## src/rtl/unidade_mult_div.sv

```systemverilog
// rtl/unidade_mult_div.sv - iterative unsigned multiply/divide unit, one bit per clock
module unidade_mult_div #(
    parameter int DATA_WIDTH = 32
) (
    input  logic                  clock,
    input  logic                  reset_n,
    input  logic [DATA_WIDTH-1:0] operando_a,
    input  logic [DATA_WIDTH-1:0] operando_b,
    input  logic [1:0]            operacao,
    input  logic                  inicio,
    output logic                  ocupado,
    output logic                  pronto,
    output logic [DATA_WIDTH-1:0] resultado,
    output logic                  div_zero
);

    localparam int W  = DATA_WIDTH;
    localparam int CW = $clog2(DATA_WIDTH + 1);

    typedef enum logic [1:0] {
        OCIOSO,
        CALCULA,
        PRONTO
    } estado_t;

    estado_t         estado_q;
    logic [W:0]      acc_hi_q;     // product high half, or partial remainder
    logic [W-1:0]    acc_lo_q;     // multiplier / product low half, or dividend / quotient
    logic [W-1:0]    oper_q;       // multiplicand or divisor
    logic [1:0]      operacao_q;
    logic            dz_q;
    logic [CW-1:0]   cont_q;

    logic [W:0]      acc_hi_d;
    logic [W-1:0]    acc_lo_d;
    logic [W-1:0]    resultado_d;
    logic [W:0]      mul_sum;
    logic [W:0]      div_shift;
    logic [W:0]      div_diff;
    logic            div_ge;

    always_comb begin
        mul_sum   = acc_hi_q + (acc_lo_q[0] ? {1'b0, oper_q} : '0);
        div_shift = {acc_hi_q[W-1:0], acc_lo_q[W-1]};
        div_diff  = div_shift - {1'b0, oper_q};
        div_ge    = (div_shift >= {1'b0, oper_q});
        acc_hi_d  = acc_hi_q;
        acc_lo_d  = acc_lo_q;
        if (!operacao_q[1]) begin
            acc_hi_d = {1'b0, mul_sum[W:1]};
            acc_lo_d = {mul_sum[0], acc_lo_q[W-1:1]};
        end else if (div_ge) begin
            acc_hi_d = div_diff;
            acc_lo_d = {acc_lo_q[W-2:0], 1'b1};
        end else begin
            acc_hi_d = div_shift;
            acc_lo_d = {acc_lo_q[W-2:0], 1'b0};
        end

        // With a zero divisor every trial succeeds, so the remainder ends up as the dividend.
        resultado_d = '0;
        case (operacao_q)
            2'b00:   resultado_d = acc_lo_d;
            2'b01:   resultado_d = acc_hi_d[W-1:0];
            2'b10:   resultado_d = dz_q ? '1 : acc_lo_d;
            default: resultado_d = acc_hi_d[W-1:0];
        endcase
    end

    always_ff @(posedge clock) begin
        if (!reset_n) begin
            estado_q   <= OCIOSO;
            ocupado    <= 1'b0;
            pronto     <= 1'b0;
            resultado  <= '0;
            div_zero   <= 1'b0;
            acc_hi_q   <= '0;
            acc_lo_q   <= '0;
            oper_q     <= '0;
            operacao_q <= 2'b00;
            dz_q       <= 1'b0;
            cont_q     <= '0;
        end else begin
            case (estado_q)
                OCIOSO: begin
                    pronto <= 1'b0;
                    if (inicio) begin
                        operacao_q <= operacao;
                        dz_q       <= operacao[1] && (operando_b == '0);
                        acc_hi_q   <= '0;
                        oper_q     <= operacao[1] ? operando_b : operando_a;
                        acc_lo_q   <= operacao[1] ? operando_a : operando_b;
                        cont_q     <= CW'(DATA_WIDTH);
                        ocupado    <= 1'b1;
                        estado_q   <= CALCULA;
                    end
                end
                CALCULA: begin
                    acc_hi_q <= acc_hi_d;
                    acc_lo_q <= acc_lo_d;
                    cont_q   <= cont_q - CW'(1);
                    if (cont_q == CW'(1)) begin
                        resultado <= resultado_d;
                        div_zero  <= dz_q;
                        pronto    <= 1'b1;
                        estado_q  <= PRONTO;
                    end
                end
                PRONTO: begin
                    pronto   <= 1'b0;
                    ocupado  <= 1'b0;
                    estado_q <= OCIOSO;
                end
                default: begin
                    pronto   <= 1'b0;
                    ocupado  <= 1'b0;
                    estado_q <= OCIOSO;
                end
            endcase
        end
    end

endmodule
```

## config.mk

```make
export PLATFORM = sky130hd
export DESIGN_NAME = unidade_mult_div
export DESIGN_NICKNAME = d
export VERILOG_FILES = /design/src/rtl/unidade_mult_div.sv
export SDC_FILE = /design/constraint.sdc
export NUM_CORES = 1
export LEC_CHECK = 0
export CORE_MARGIN = 2
export CORE_UTILIZATION = 53
export CTS_BUF_LIST = sky130_fd_sc_hd__clkbuf_4 sky130_fd_sc_hd__clkbuf_8 sky130_fd_sc_hd__clkbuf_16
export DETAILED_ROUTE_END_ITERATION = 10
export GPL_TIMING_DRIVEN = 0
export PLACE_DENSITY = 0.78
export SETUP_SLACK_MARGIN = 0.4
export SLEW_MARGIN = 40
export SYNTH_ARGS = -nofsm -noshare
export SYNTH_HDL_FRONTEND = slang
export SYNTH_SLANG_ARGS = --single-unit
```

## constraint.sdc

```tcl
create_clock -name clock -period 3.4 [get_ports clock]
set_input_delay 0.68 -clock clock [delete_from_list [all_inputs] [get_ports clock]]
set_output_delay 0.68 -clock clock [all_outputs]
set_load 0.05 [all_outputs]
```

==> impl_metrics.json, run 1 <==
{
  "route.met2.wl_mm": 20.60,
  "worst-setup-path-type": "flip-flop to flip-flop",
  "grt_pass1_wl_mm": 64.99,
  "synthFlopType": "dfxtp_1",
  "initial_core_util_pct": 53.83,
  "first_global_vias": 11590,
  "ios": 104,
  "cpMostUsedCell": "a311o_1",
  "setup_ws_ns": -0.08037,
  "wl_per_cell_um": 25.48,
  "cp.required_ns": 3.72,
  "avgSynthCellArea_um2": 8.010,
  "cts_buffers": 17,
  "path_clk_slew_ns": 0.06,
  "setup_viol": 6,
  "cts_buffer_depth": 2,
  "die-height_um": 147.4,
  "cts_tree": "done",
  "wl_met1_mm": 17.08,
  "ys_seq_elements": 143,
  "layout_min_cycle_time_ns": 3.480,
  "worstSetupStartpointType": "flip-flop",
  "total_power_uw": 6023,
  "dieArea_um2": 21720,
  "cp-end-kind": "flip-flop",
  "synth_cell_types": 68,
  "root_buffer": "clkbuf_16",
  "finalMaxSlewViolations": 0,
  "grt_antenna_before_repair": 0,
  "path_cells": "inv_6 -> ha_4 -> inv_2 -> fa_2 -> a211oi_4 -> o211ai_1 -> a311o_1 -> a311oi_2 -> o21ai_1 -> a311o_1 -> a31oi_1 -> xor2_1 -> a32o_1",
  "drtAntennaViolNets": 0,
  "rsz0062_at_grt": "yes",
  "finalCritPeriodShare_pct": 102.4,
  "tightest_slew_ns": 1.009,
  "worstPathArrival_ns": 3.80,
  "wl_met3_mm": 5.917,
  "slowest_stage": "a311o_1",
  "top_layer": "met4",
  "htreeDepth": 4,
  "drive_gt1_share_pct": 25.19,
  "synth-edff-count": 0,
  "die_w_um": 147.4,
  "n_antenna_cell": 0,
  "overflow": 0,
  "status": "finished, violations left",
  "num_rows": 52,
  "coreArea_um2": 20230,
  "cpLargestDelayFamily": "compound AO/OA/AOI/OAI gates",
  "violations": "negative setup slack",
  "grt_max_degree": 17,
  "crit_buf_inv": 2,
  "pre_cts_ws_ns": -0.3619,
  "detail_route.vias_per_cell": 6.898,
  "final.setup.tns_ns": -0.2988,
  "route.detailed.drc": 0,
  "port_buffers": 101,
  "p_leak_uw": 0.006462,
  "hold_path_class": "flip-flop to flip-flop",
  "cts.sink_count": 143,
  "yosysWarnings": 0,
  "ys_seq_area_share_pct": 26.28,
  "cts-hold-fix-buffers": 0,
  "crit_fanout": 3,
  "postRouteWirelength_mm": 47.23,
  "clock.fmax_mhz": 287.3,
  "nets": 1708,
  "gp_congestion": 0.9781,
  "vias": 12790,
  "power_density_nw_per_um2": 390.4,
  "irDropWorstVdd_mv": 0.3324,
  "synth_nets": 1497,
  "finalHoldViolCount": 0,
  "max-cap-violations": 0,
  "clock_skew_ns": 0.01378,
  "slowest_delay_ns": 0.48,
  "grt.total_usage_pct": 38.41,
  "synth_cells": 1360,
  "clk_latency_ns": 0.44,
  "post-dp-hpwl_mm": 30.61,
  "netlist_area_um2": 10890,
  "firstDrtPassIters": 7,
  "dp.cells": 1731,
  "drt_iter0_markers": 1722,
  "async_reset_ff_share_pct": 0,
  "slew_headroom_pct": 32.73,
  "layout.cells.non_filler": 1854,
  "syn2layout_area_growth_pct": 41.63
}
-- layout by cell type (no fill, tap or decap), drive strengths merged, types with 27 or more instances in the layout --
| cell type | netlist | layout |
|---|---|---|
| mux2i | 109 | 109 |
| ha | 66 | 66 |
| o22ai | 34 | 34 |
| o211a | 32 | 32 |
| nor2 | 52 | 52 |
| clkdlybuf4s50 | 0 | 101 |
| xnor2 | 27 | 27 |
| a21oi | 135 | 135 |
| inv | 49 | 51 |
| o21ai | 71 | 71 |
| dfxtp | 143 | 143 |
| nor2b | 43 | 43 |
| a21o | 43 | 43 |
| and2 | 41 | 41 |
| xor2 | 27 | 27 |
| buf | 17 | 109 |
| clkbuf | 71 | 91 |
| nand2 | 154 | 154 |
-- path summary, 6_finish.rpt --
check,to,slack (ns),from,cells after the start
worst max-delay path,acc_hi_q[32]$_SDFFE_PN0P_,-0.08,acc_lo_q[31]$_SDFFE_PN0P_,13
worst min register to register,resultado[7]$_SDFFE_PN0P_,0.45,resultado[7]$_SDFFE_PN0P_,1
worst min-delay path,resultado[7]$_SDFFE_PN0P_,0.45,resultado[7]$_SDFFE_PN0P_,1
worst max register to register,acc_hi_q[32]$_SDFFE_PN0P_,-0.08,acc_lo_q[31]$_SDFFE_PN0P_,13
-- registers in the layout, summed over array words and instances, names as in the netlist --
signal and count:
ocupado 1, dz_q 1, div_zero 1, estado_q 2, pronto 1, resultado 32
operacao_q 2, acc_hi_q 33, acc_lo_q 32, oper_q 32, cont_q 6
-- cell families after synthesis --
kind of cell | count (synthesis) | synth area share [%]
buf+inv | 137 | 4.916
flops | 143 | 26.28
mux | 115 | 10.64
simple gates | 378 | 16.88
compound gates | 465 | 28.99
fa+ha+maj | 68 | 7.949
xor+xnor | 54 | 4.342
-- layer usage --
| layer | GRT usage [%] | up-vias |
|---|---|---|
| met5 | 0 | - |
| met4 | 17.74 | 0 |
| met3 | 8.727 | 322 |
| met2 | 60.77 | 1030 |
| met1 | 49.95 | 6007 |
| li1 | - | 5429 |
-- where the power goes --
group / internal (uW) / switching (uW)
logic: 904 / 1210
registers: 1780 / 137
clock network: 1230 / 768
-- cells in the mapped netlist (all sizes together), types with 4 or more instances --
cell type / instances / area share, %
o21a: 6 / 0.41
buf: 17 / 0.77
and4: 4 / 0.32
a32o: 7 / 0.64
nand4: 10 / 0.57
xnor2: 27 / 2.2
o31ai: 10 / 0.69
nand2: 154 / 5.3
or3: 4 / 0.23
clkbuf: 71 / 2.5
a31oi: 16 / 0.92
o21ai: 71 / 3.4
mux2: 6 / 0.62
dfxtp: 143 / 26
a211oi: 10 / 0.83
ha: 66 / 7.6
a221oi: 16 / 1.3
xor2: 27 / 2.2
a22o: 16 / 1.3
a221o: 4 / 0.37
nor3: 6 / 0.28
nor2b: 43 / 2.5
and3: 18 / 1.0
a21boi: 8 / 0.55
o22ai: 34 / 2.0
inv: 49 / 1.7
nand2b: 9 / 0.52
a21o: 43 / 3.0
o211ai: 14 / 0.96
and2: 41 / 2.4
o21bai: 8 / 0.65
a211o: 8 / 0.64
nor2: 52 / 1.8
nor4: 12 / 0.69
mux2i: 109 / 10
o211a: 32 / 2.9
nand3: 18 / 0.83
a21oi: 135 / 6.3
-- what timing repair did --
action	CTS	global route
gates cloned	2	2
endpoints found under the setup margin	66	66
pin swaps	54	122
gates resized for setup	216	207
buffers inserted	44	43
-- layout make-up --
type,instances,area (um2)
multi-input combinational,1080,8989
fill,1270,4807
sequential,143,2947
timing repair buffer,192,1859
clock buffer,21,474.2
buffer,88,471.7
tap,270,337.8
inverter,49,193.9
clock inverter,11,155.1
-- worst reg2reg max path: stages (launching register included) --
cell and delay [ns]:
dfxtp_4 0.36, inv_6 0.08, ha_4 0.13, inv_2 0.04, fa_2 0.39, a211oi_4 0.30
o211ai_1 0.19, a311o_1 0.48, a311oi_2 0.38, o21ai_1 0.14, a311o_1 0.34, a31oi_1 0.22
xor2_1 0.09, a32o_1 0.25
-- through the flow --
stage               util [%]  cell area (um2)  hold slack (ns)
global route           76.24            15430           0.4696
floorplan                  -            10920           0.4476
global placement       60.65            12270           0.4274
detailed placement     60.66            12270           0.4341
finish                 76.24            15430           0.4466
CTS                    70.28            14220           0.4433
Note: power is estimated with default switching activity, not from simulation.
==> run 2, diff against run 1 <==
--- a/config.mk
+++ b/config.mk
@@ -8,11 +8,11 @@
 export CORE_MARGIN = 2
 export CORE_UTILIZATION = 53
 export CTS_BUF_LIST = sky130_fd_sc_hd__clkbuf_4 sky130_fd_sc_hd__clkbuf_8 sky130_fd_sc_hd__clkbuf_16
+export CTS_CLUSTER_SIZE = 30
 export DETAILED_ROUTE_END_ITERATION = 10
 export GPL_TIMING_DRIVEN = 0
 export PLACE_DENSITY = 0.78
 export SETUP_SLACK_MARGIN = 0.4
-export SLEW_MARGIN = 40
 export SYNTH_ARGS = -nofsm -noshare
 export SYNTH_HDL_FRONTEND = slang
 export SYNTH_SLANG_ARGS = --single-unit
==> run 2 against run 1 <==
  * The run still ends with negative setup slack left
  * Global-route usage grew 0.33 points
  * Clock skew is 0.0036 ns lower
  * Clock power about the same
  * Critical path depth is 1 higher
  * Largest cell class unchanged
==> impl_metrics.json, run 2 (synthesis gave the netlist of run 1 again) <==
{
  "firstDrtPassIters": 7,
  "htreeDepth": 4,
  "cp-end-kind": "flip-flop",
  "overflow": 0,
  "finalMaxSlewViolations": 0,
  "nFillCells": 1321,
  "violations": "negative setup slack",
  "top_register": "acc_hi_q",
  "layout_min_cycle_time_ns": 3.435,
  "route.detailed.drc": 0,
  "die_w_um": 147.4,
  "drtAntennaViolNets": 0,
  "ios": 104,
  "clk_latency_ns": 0.43,
  "rrSetupSlack_ns": -0.04,
  "pwr-share-clk_pct": 33.0,
  "post-dp-hpwl_mm": 30.61,
  "slowest_stage": "a311o_1",
  "slowest_delay_ns": 0.44,
  "setup_ws_ns": -0.03510,
  "worstPathArrival_ns": 3.73,
  "cts.sink_count": 143,
  "n_antenna_cell": 0,
  "worst-setup-path-type": "flip-flop to flip-flop",
  "cp.required_ns": 3.70,
  "root_buffer": "clkbuf_16",
  "path_cells": "inv_4 -> ha_4 -> inv_2 -> fa_2 -> a211oi_4 -> o211ai_1 -> a311o_1 -> a311oi_2 -> o21ai_2 -> a311o_1 -> xnor2_1 -> nor2_1 -> a211oi_2 -> o21ai_1",
  "status": "finished, violations left",
  "whs_ns": 0.4466,
  "holdPathEnd": "resultado[13]$_SDFFE_PN0P_",
  "nets": 1705,
  "fin_util_pct": 75.87,
  "dpl_cell_area_um2": 12270,
  "num_rows": 52,
  "drt_iter0_markers": 1801,
  "tightest_slew_ns": 0.9949,
  "detail_route.vias_per_cell": 6.882,
  "cts_buffer_depth": 2,
  "r2r_cells": 14,
  "gp_congestion": 0.9781,
  "cts_tree": "done",
  "slew_headroom_pct": 33.67,
  "max-cap-violations": 0,
  "pwr-share-seq_pct": 31.7,
  "holdPathStages": 2,
  "port_buffers": 101,
  "finalCritPeriodShare_pct": 101.0,
  "wl_per_cell_um": 24.99,
  "min_from": "resultado[13]$_SDFFE_PN0P_",
  "setup_viol": 1,
  "hold_path_class": "flip-flop to flip-flop",
  "switching_share_pct": 34.54,
  "final_common_cell": "nand2_1",
  "rr_startpoint": "acc_lo_q[31]$_SDFFE_PN0P_",
  "power.net_switching_uw": 2076,
  "vias": 12730,
  "postRouteWirelength_mm": 46.21,
  "grt_max_degree": 17,
  "irDropWorstVdd_mv": 0.3861,
  "combPwrFrac_pct": 35.3,
  "path_clk_slew_ns": 0.06,
  "finalHoldViolCount": 0,
  "cts_buffers": 17,
  "p_int_uw": 3935,
  "r2r_end": "resultado[28]$_SDFFE_PN0P_",
  "initial_core_util_pct": 53.83,
  "cpMostUsedCell": "a311o_1",
  "layout_common_cells": "nand2_1, dfxtp_1, a21oi_1",
  "crit_buf_inv": 2,
  "first_global_vias": 11650,
  "coreArea_um2": 20230,
  "rsz0062_at_grt": "yes",
  "crit_fanout": 3,
  "clock_skew_ns": 0.01022,
  "syn2layout_area_growth_pct": 40.93,
  "largest_reg_flops": 33,
  "die-height_um": 147.4,
  "grt_pass1_wl_mm": 65.60,
  "p_leak_uw": 0.006452,
  "dieArea_um2": 21720,
  "grt_antenna_before_repair": 0,
  "cpLargestDelayFamily": "compound AO/OA/AOI/OAI gates",
  "worstSetupStartpointType": "flip-flop",
  "grt.total_usage_pct": 38.74,
  "clock.fmax_mhz": 291.1,
  "power_density_nw_per_um2": 391.6,
  "fin_area_um2": 15350,
  "drive_gt1_share_pct": 24.19
}
## run 2: cell types whose count changed in the layout (fill, tap and decap cells not counted), sizes merged
cell           before  now
bufinv              3    4
buf               109  104
clkinvlp            4    3
clkinv              2    4
clkbuf             91   90
inv                51   49
clkdlybuf4s15       0    1
## run 2: how the worst max path moves through the flow
stage,startpoint,to,slack (ns),depth (start not counted)
3_3_place_gp,oper_q[7]$_SDFFE_PN0P_,resultado[6]$_SDFFE_PN0P_,-0.31,12
6_report,acc_lo_q[31]$_SDFFE_PN0P_,resultado[28]$_SDFFE_PN0P_,-0.04,14
5_1_grt,acc_lo_q[31]$_SDFFE_PN0P_,resultado[28]$_SDFFE_PN0P_,-0.11,14
3_5_place_dp,acc_lo_q[0]$_SDFFE_PN0P_,resultado[31]$_SDFFE_PN0P_,-0.36,15
4_1_cts,acc_lo_q[31]$_SDFFE_PN0P_,resultado[28]$_SDFFE_PN0P_,0.04,14
2_1_floorplan,acc_lo_q[0]$_SDFFE_PN0P_,resultado[20]$_SDFFE_PN0P_,0.41,13
## run 2: worst reg2reg max path, cell delays in order (launching register included)
cell      delay [ns]
dfxtp_4         0.35
inv_4           0.09
ha_4            0.15
inv_2           0.04
fa_2            0.40
a211oi_4        0.26
o211ai_1        0.14
a311o_1         0.44
a311oi_2        0.38
o21ai_2         0.14
a311o_1         0.35
xnor2_1         0.16
nor2_1          0.07
a211oi_2        0.20
o21ai_1         0.13
## run 2: metrics by stage
| stage | setup WS [ns] | TNS, ns | cells | power, uW |
|---|---|---|---|---|
| after floorplan | 0.4100 | 0 | 1360 | 2833 |
| after global placement | -0.3084 | -6.245 | 1731 | 3300 |
| after detailed placement | -0.3617 | -7.583 | 1731 | 3320 |
| after CTS | 0.04211 | 0 | 1818 | 5580 |
| after global routing | -0.1109 | -0.5698 | 1849 | 6147 |
| final | -0.03510 | -0.03510 | 1849 | 6012 |
## run 2: layout make-up
cell class	count	area (um2)	area share, %
Buffer	88	478.0	3.114
Sequential cell	143	2943	19.17
Clock buffer	19	446.7	2.910
Multi-Input combinational cell	1080	8930	58.17
Clock inverter	11	166.4	1.084
Tap cell	270	337.8	2.201
Inverter	49	191.4	1.247
Timing Repair Buffer	189	1858	12.10
## run 2: what timing repair did
| action | 4_1_cts | 5_1_grt |
|---|---|---|
| hold buffers | 0 | 0 |
| pin swaps | 82 | 77 |
| gates resized for setup | 243 | 156 |
| buffers inserted | 56 | 27 |
| setup endpoints to repair | 66 | 66 |
| cloned | 1 | 4 |
| hold endpoints to repair | 0 | 0 |
## run 2: power by group through the flow
stage | combinational [uW] | clock, uW | sequential, uW
after global routing | 2210 | 2020 | 1910
after CTS | 1740 | 1950 | 1890
after global placement | 1390 | 0 | 1910
after detailed placement | 1400 | 0 | 1910
after floorplan | 957 | 0 | 1880
final | 2120 | 1980 | 1910
## run 2: routing by layer
metal / vias up / track usage, % / routed length [um]
li1: 5447 / - / -
met1: 5993 / 50.48 / 17150
met2: 1010 / 61.71 / 20180
met3: 275 / 8.540 / 5911
met4: 0 / 17.21 / 2962
met5: - / 0 / 0
==> run 3, diff against run 2 <==
--- a/config.mk
+++ b/config.mk
@@ -5,13 +5,14 @@
 export SDC_FILE = /design/constraint.sdc
 export NUM_CORES = 1
 export LEC_CHECK = 0
+export CORE_ASPECT_RATIO = 1.2
 export CORE_MARGIN = 2
-export CORE_UTILIZATION = 53
+export CORE_UTILIZATION = 57
 export CTS_BUF_LIST = sky130_fd_sc_hd__clkbuf_4 sky130_fd_sc_hd__clkbuf_8 sky130_fd_sc_hd__clkbuf_16
 export CTS_CLUSTER_SIZE = 30
 export DETAILED_ROUTE_END_ITERATION = 10
 export GPL_TIMING_DRIVEN = 0
-export PLACE_DENSITY = 0.78
+export PLACE_DENSITY = 0.79
 export SETUP_SLACK_MARGIN = 0.4
 export SYNTH_ARGS = -nofsm -noshare
 export SYNTH_HDL_FRONTEND = slang
==> constraint.sdc (replaced) <==
create_clock -name clock -period 3.6 [get_ports clock]
set_input_delay 0.72 -clock clock [delete_from_list [all_inputs] [get_ports clock]]
set_output_delay 0.72 -clock clock [all_outputs]
set_load 0.005 [all_outputs]
==> run 3 against run 2 <==
  * Design area decreased by 8.9%
  * Maximum frequency increased by 4.3%
  * Cell count decreased by 3.8%
  * Critical path depth unchanged
  * Critical endpoint unchanged
  * Global-route usage increased by 0.15 points
  * The flow now finishes without violations
  * Largest power group is now clock
  * Clock skew about the same
  * Register-to-register slack improved by 0.34 ns
  * Sequential share of layout area increased by 1.6 points
  * Routed wire length decreased by 12%
==> impl_metrics.json, run 3 (synthesis gave the netlist of run 1 again) <==
{
  "drtAntennaViolNets": 0,
  "layout.cells.non_filler": 1779,
  "whs_ns": 0.4446,
  "setup.worst_path.start": "acc_lo_q[31]$_SDFFE_PN0P_",
  "wl_per_cell_um": 22.82,
  "min_from": "resultado[13]$_SDFFE_PN0P_",
  "crit_fanout": 3,
  "p_leak_uw": 0.005964,
  "coreArea_um2": 18790,
  "clk_latency_ns": 0.43,
  "clock_skew_ns": 0.01048,
  "pwr-share-clk_pct": 35.3,
  "cts.sink_count": 143,
  "n_antenna_cell": 0,
  "firstDrtPassIters": 6,
  "ios": 104,
  "initial_core_util_pct": 57.98,
  "syn2layout_area_growth_pct": 28.41,
  "nets": 1648,
  "post-dp-hpwl_mm": 30.27,
  "path_cells": "inv_4 -> ha_4 -> inv_2 -> fa_2 -> a211oi_2 -> o211ai_1 -> a311o_1 -> a311oi_2 -> o21ai_2 -> a311o_1 -> xnor2_2 -> nor2_1 -> a211oi_2 -> o21ai_1",
  "cts_buffer_depth": 2,
  "slowest_delay_ns": 0.40,
  "p_int_uw": 3437,
  "rr_startpoint": "acc_lo_q[31]$_SDFFE_PN0P_",
  "die_w_um": 130.2,
  "detail_route.vias_per_cell": 6.641,
  "pwr-share-seq_pct": 34.4,
  "max-cap-violations": 0,
  "switching_share_pct": 33.76,
  "crit_buf_inv": 2,
  "setup_viol": 0,
  "dieArea_um2": 20240,
  "cp.required_ns": 3.90,
  "grt.total_usage_pct": 38.89,
  "root_buffer": "clkbuf_16",
  "first_global_vias": 11130,
  "htreeDepth": 4,
  "power_density_nw_per_um2": 371.0,
  "tightest_slew_ns": 0.9160,
  "gp_congestion": 0.9919,
  "slowest_stage": "a311oi_2",
  "hold_path_class": "flip-flop to flip-flop",
  "largest_reg_flops": 33,
  "route.detailed.drc": 0,
  "finalMaxSlewViolations": 0,
  "worstPathArrival_ns": 3.59,
  "postRouteWirelength_mm": 40.60,
  "layout_common_cells": "nand2_1, dfxtp_1, a21oi_1",
  "vias": 11820,
  "path_clk_slew_ns": 0.06,
  "grt_pass1_wl_mm": 60.82,
  "total_power_uw": 5189,
  "dp.cells": 1717,
  "cp-end-kind": "flip-flop",
  "top_register": "acc_hi_q",
  "status": "complete, no violations",
  "final_common_cell": "nand2_1",
  "worst-setup-path-type": "flip-flop to flip-flop",
  "power.net_switching_uw": 1752,
  "cpLargestDelayFamily": "compound AO/OA/AOI/OAI gates",
  "port_buffers": 101,
  "cts_tree": "done",
  "combPwrFrac_pct": 30.2,
  "nFillCells": 1433,
  "clock.fmax_mhz": 303.7,
  "irDropWorstVdd_mv": 0.3746,
  "num_rows": 55,
  "finalCritPeriodShare_pct": 91.47,
  "final.setup.tns_ns": 0,
  "grt_max_degree": 17,
  "slew_headroom_pct": 38.93,
  "finalHoldViolCount": 0,
  "cts_buffers": 17,
  "rsz0062_at_grt": "yes",
  "grt_antenna_before_repair": 0,
  "layout_min_cycle_time_ns": 3.293,
  "die-height_um": 155.4,
  "drive_gt1_share_pct": 15.43,
  "drt_iter0_markers": 1335,
  "worstSetupStartpointType": "flip-flop",
  "overflow": 0
}
==> run 3: cell count changes in the layout (fill, tap and decap cells not counted), sizes merged <==
cell	before	now
clkdlybuf4s15	1	0
inv	49	52
buf	104	48
bufinv	4	3
clkinvlp	3	2
==> run 3: repair_timing <==
action | 4_1_cts | 5_1_grt
endpoints found under the hold margin | 0 | 0
hold buffers | 0 | 0
gates resized for setup | 78 | 136
setup endpoints to repair | 65 | 63
setup buffers | 19 | 12
pin swaps | 38 | 41
==> run 3: worst register-to-register path: cells and delay by family (launching register included) <==
| family | cells | cell delay [ns] |
|---|---|---|
| AO/OA/AOI/OAI | 8 | 1.91 |
| XOR/XNOR | 1 | 0.17 |
| buffers and inverters | 2 | 0.14 |
| adder cells (fa/ha/maj) | 2 | 0.54 |
| AND/OR/NAND/NOR | 1 | 0.08 |
| flip-flops | 1 | 0.34 |
==> run 3: metal layers <==
metal,global-route usage (%),wire (um),vias up
met5,0,0,-
met2,63.87,18660,753
met4,18.38,2278,0
met1,49.99,15370,5577
met3,5.571,4295,161
li1,-,-,5324
==> run 3: cell type report <==
| cell class | count | area, um2 | area share [%] |
|---|---|---|---|
| Sequential cell | 143 | 2899 | 20.73 |
| Timing Repair Buffer | 132 | 1260 | 9.008 |
| Clock buffer | 19 | 452.9 | 3.238 |
| Tap cell | 256 | 320.3 | 2.290 |
| Buffer | 88 | 410.4 | 2.934 |
| Inverter | 49 | 186.4 | 1.333 |
| Multi-Input combinational cell | 1080 | 8299 | 59.33 |
| Clock inverter | 12 | 158.9 | 1.136 |
==> run 3: power by group through the flow <==
stage	Sequential, uW	Clock, uW	Combinational, uW
final	1790	1830	1570
after global routing	1790	1890	1660
after CTS	1770	1820	1410
after detailed placement	1800	0	1310
after global placement	1800	0	1290
after floorplan	1760	0	901
==> run 3: final timing paths <==
kind,end,slack [ns],cells after the start
hold / removal,resultado[13]$_SDFFE_PN0P_,0.44,2
setup / recovery,resultado[28]$_SDFFE_PN0P_,0.31,14
hold reg to reg,resultado[13]$_SDFFE_PN0P_,0.44,2
setup reg to reg,resultado[28]$_SDFFE_PN0P_,0.31,14
==> run 3: through the flow <==
step	instance area, um2	util (%)	worst slack (ns)
floorplan	10900	-	0.4092
global route	13990	74.45	0.1556
global placement	12230	65.10	-0.5433
CTS	13330	70.96	0.3037
finish	13990	74.45	0.3070
detailed placement	12230	65.10	-0.5049
==> RTL change: new RTL, flow settings as in run 3 <==
`DATA_WIDTH`: 32 -> 64.
--- a/src/rtl/unidade_mult_div.sv
+++ b/src/rtl/unidade_mult_div.sv
@@ -2,3 +2,3 @@
 module unidade_mult_div #(
-    parameter int DATA_WIDTH = 32
+    parameter int DATA_WIDTH = 64
 ) (
Interface: changed (resized operando_a, operando_b and resultado); port bits go from 104 to 200. The function was not compared with the original's and may differ.
==> RTL change against run 3 <==
The run now fails in global routing (5_1_grt). Synthesized area is 110% higher. Synthesized cell count is 110% higher.
==> RTL change: results (changes against run 3) <==
{| class="wikitable"
! Metric !! Value
|-
| Parity-gate share of the synthesized area counting xor and xnor cells || 4.41% (was 4.34%)
|-
| H-tree depth || 1 (was 4)
|-
| Quantity of I/O buffers inserted on ports || 197 (was 101)
|-
| Clock buffer count from CTS || 28 (was 17)
|-
| Total global-route track usage || between 60% and 70%
|-
| Fraction of the mapped netlist area in compound gates || 30.5% (was 29.0%)
|-
| Met3 track demand over resource || approximately 38%
|-
| Top cells by area in the synthesized netlist || dfxtp_1 24%, mux2i_1 9.2%, ha_1 7.3% (was dfxtp_1 26%, mux2i_1 10%, ha_1 7.6%)
|-
| Synth Area in Adders || 7.43% (was 7.95%)
|-
| Post-DP Area || 25,200 sq um (was 12,200 sq um)
|-
| Leading register cell type out of synthesis || dfxtp_1 (unchanged)
|-
| Last worst endpoint in the global-route repair_timing || resultado[59]$_SDFFE_PN0P_/D
|-
| Cell Count Post-Placement || 3,623 (was 1,717)
|-
| Maximum buffer depth of the clock tree || 3 (was 2)
|-
| Clock tree root buffer cell || clkbuf_16 (unchanged)
|-
| RePlAce Congestion || 1.15 (was 0.992)
|-
| Global routing usage on met2 || 83.9%
|-
| Hpwl dp || 82,700 um (was 30,300 um)
|-
| Err || [ERROR GRT-0232] Routing congestion too high. Check the congestion heatmap in the GUI.
|-
| Maximum number of pins on one net before global-route repair || 17
|-
| Result of the run || aborted with a tool error (was finished, final reports clean)
|-
| Terminating stage of the flow || global routing (5_1_grt)
|-
| Total of flip-flops plus latches after synthesis || 272 (was 143)
|-
| Worst-path endpoint category || register data pin
|-
| Grt ovf || 19
|-
| Met1 routing resource usage after global routing || 66.8%
|-
| Synth cell types || 95 (was 68)
|-
| Synthesized netlist net count || 3,165 (was 1,497)
|-
| Proportion of synthesized area in mux cells || 9.49% (was 10.6%)
|-
| Most numerous cell types in the synthesized netlist || 345 x nand2_1, 294 x a21oi_1, 272 x dfxtp_1 (was 154 x nand2_1, 143 x dfxtp_1, 133 x a21oi_1)
|-
| Proportion of register bits with asynchronous set or reset after synthesis || 0% (unchanged)
|-
| Synthesized area per cell || 7.73 sq um (was 8.01 sq um)
|-
| Proportion of synthesized chip area in sequential cells || 24.3% (was 26.3%)
|-
| Count of warnings emitted by yosys || 0 (unchanged)
|}
## RTL change: cell count changes after synthesis, moves of 38 or more
cell / change
nor2_1: +93
a21o_1: +44
dfxtp_1: +129
a21oi_1: +161
nor2b_1: +43
ha_1: +64
and2_1: +42
xnor2_1: +43
inv_1: +50
o21ai_0: +61
o211a_1: +38
nand2_1: +191
clkbuf_1: +93
mux2i_1: +98
## RTL change: cells by family after synthesis
family,count (synthesis)
fa+ha+maj,132
flops,272
mux,212
buf+inv,306
simple gates,863
compound gates,1002
xor+xnor,113
## RTL change: stage by stage
step | TNS (ns) | setup slack [ns] | hold slack (ns) | utilization [%]
CTS | -1.20 | -0.144 | 0.445 | 76.4
global placement | -66.86 | -1.02 | 0.428 | 65.0
floorplan | 0 | 0.332 | 0.435 | -
detailed placement | -72.65 | -1.04 | 0.432 | 65.0
## RTL change: what timing repair did
item	4_1_cts
endpoints found under the hold margin	0
buffers inserted	119
hold buffers	0
gates resized for setup	548
endpoints found under the setup margin	131
cloned	7
pin swaps	168
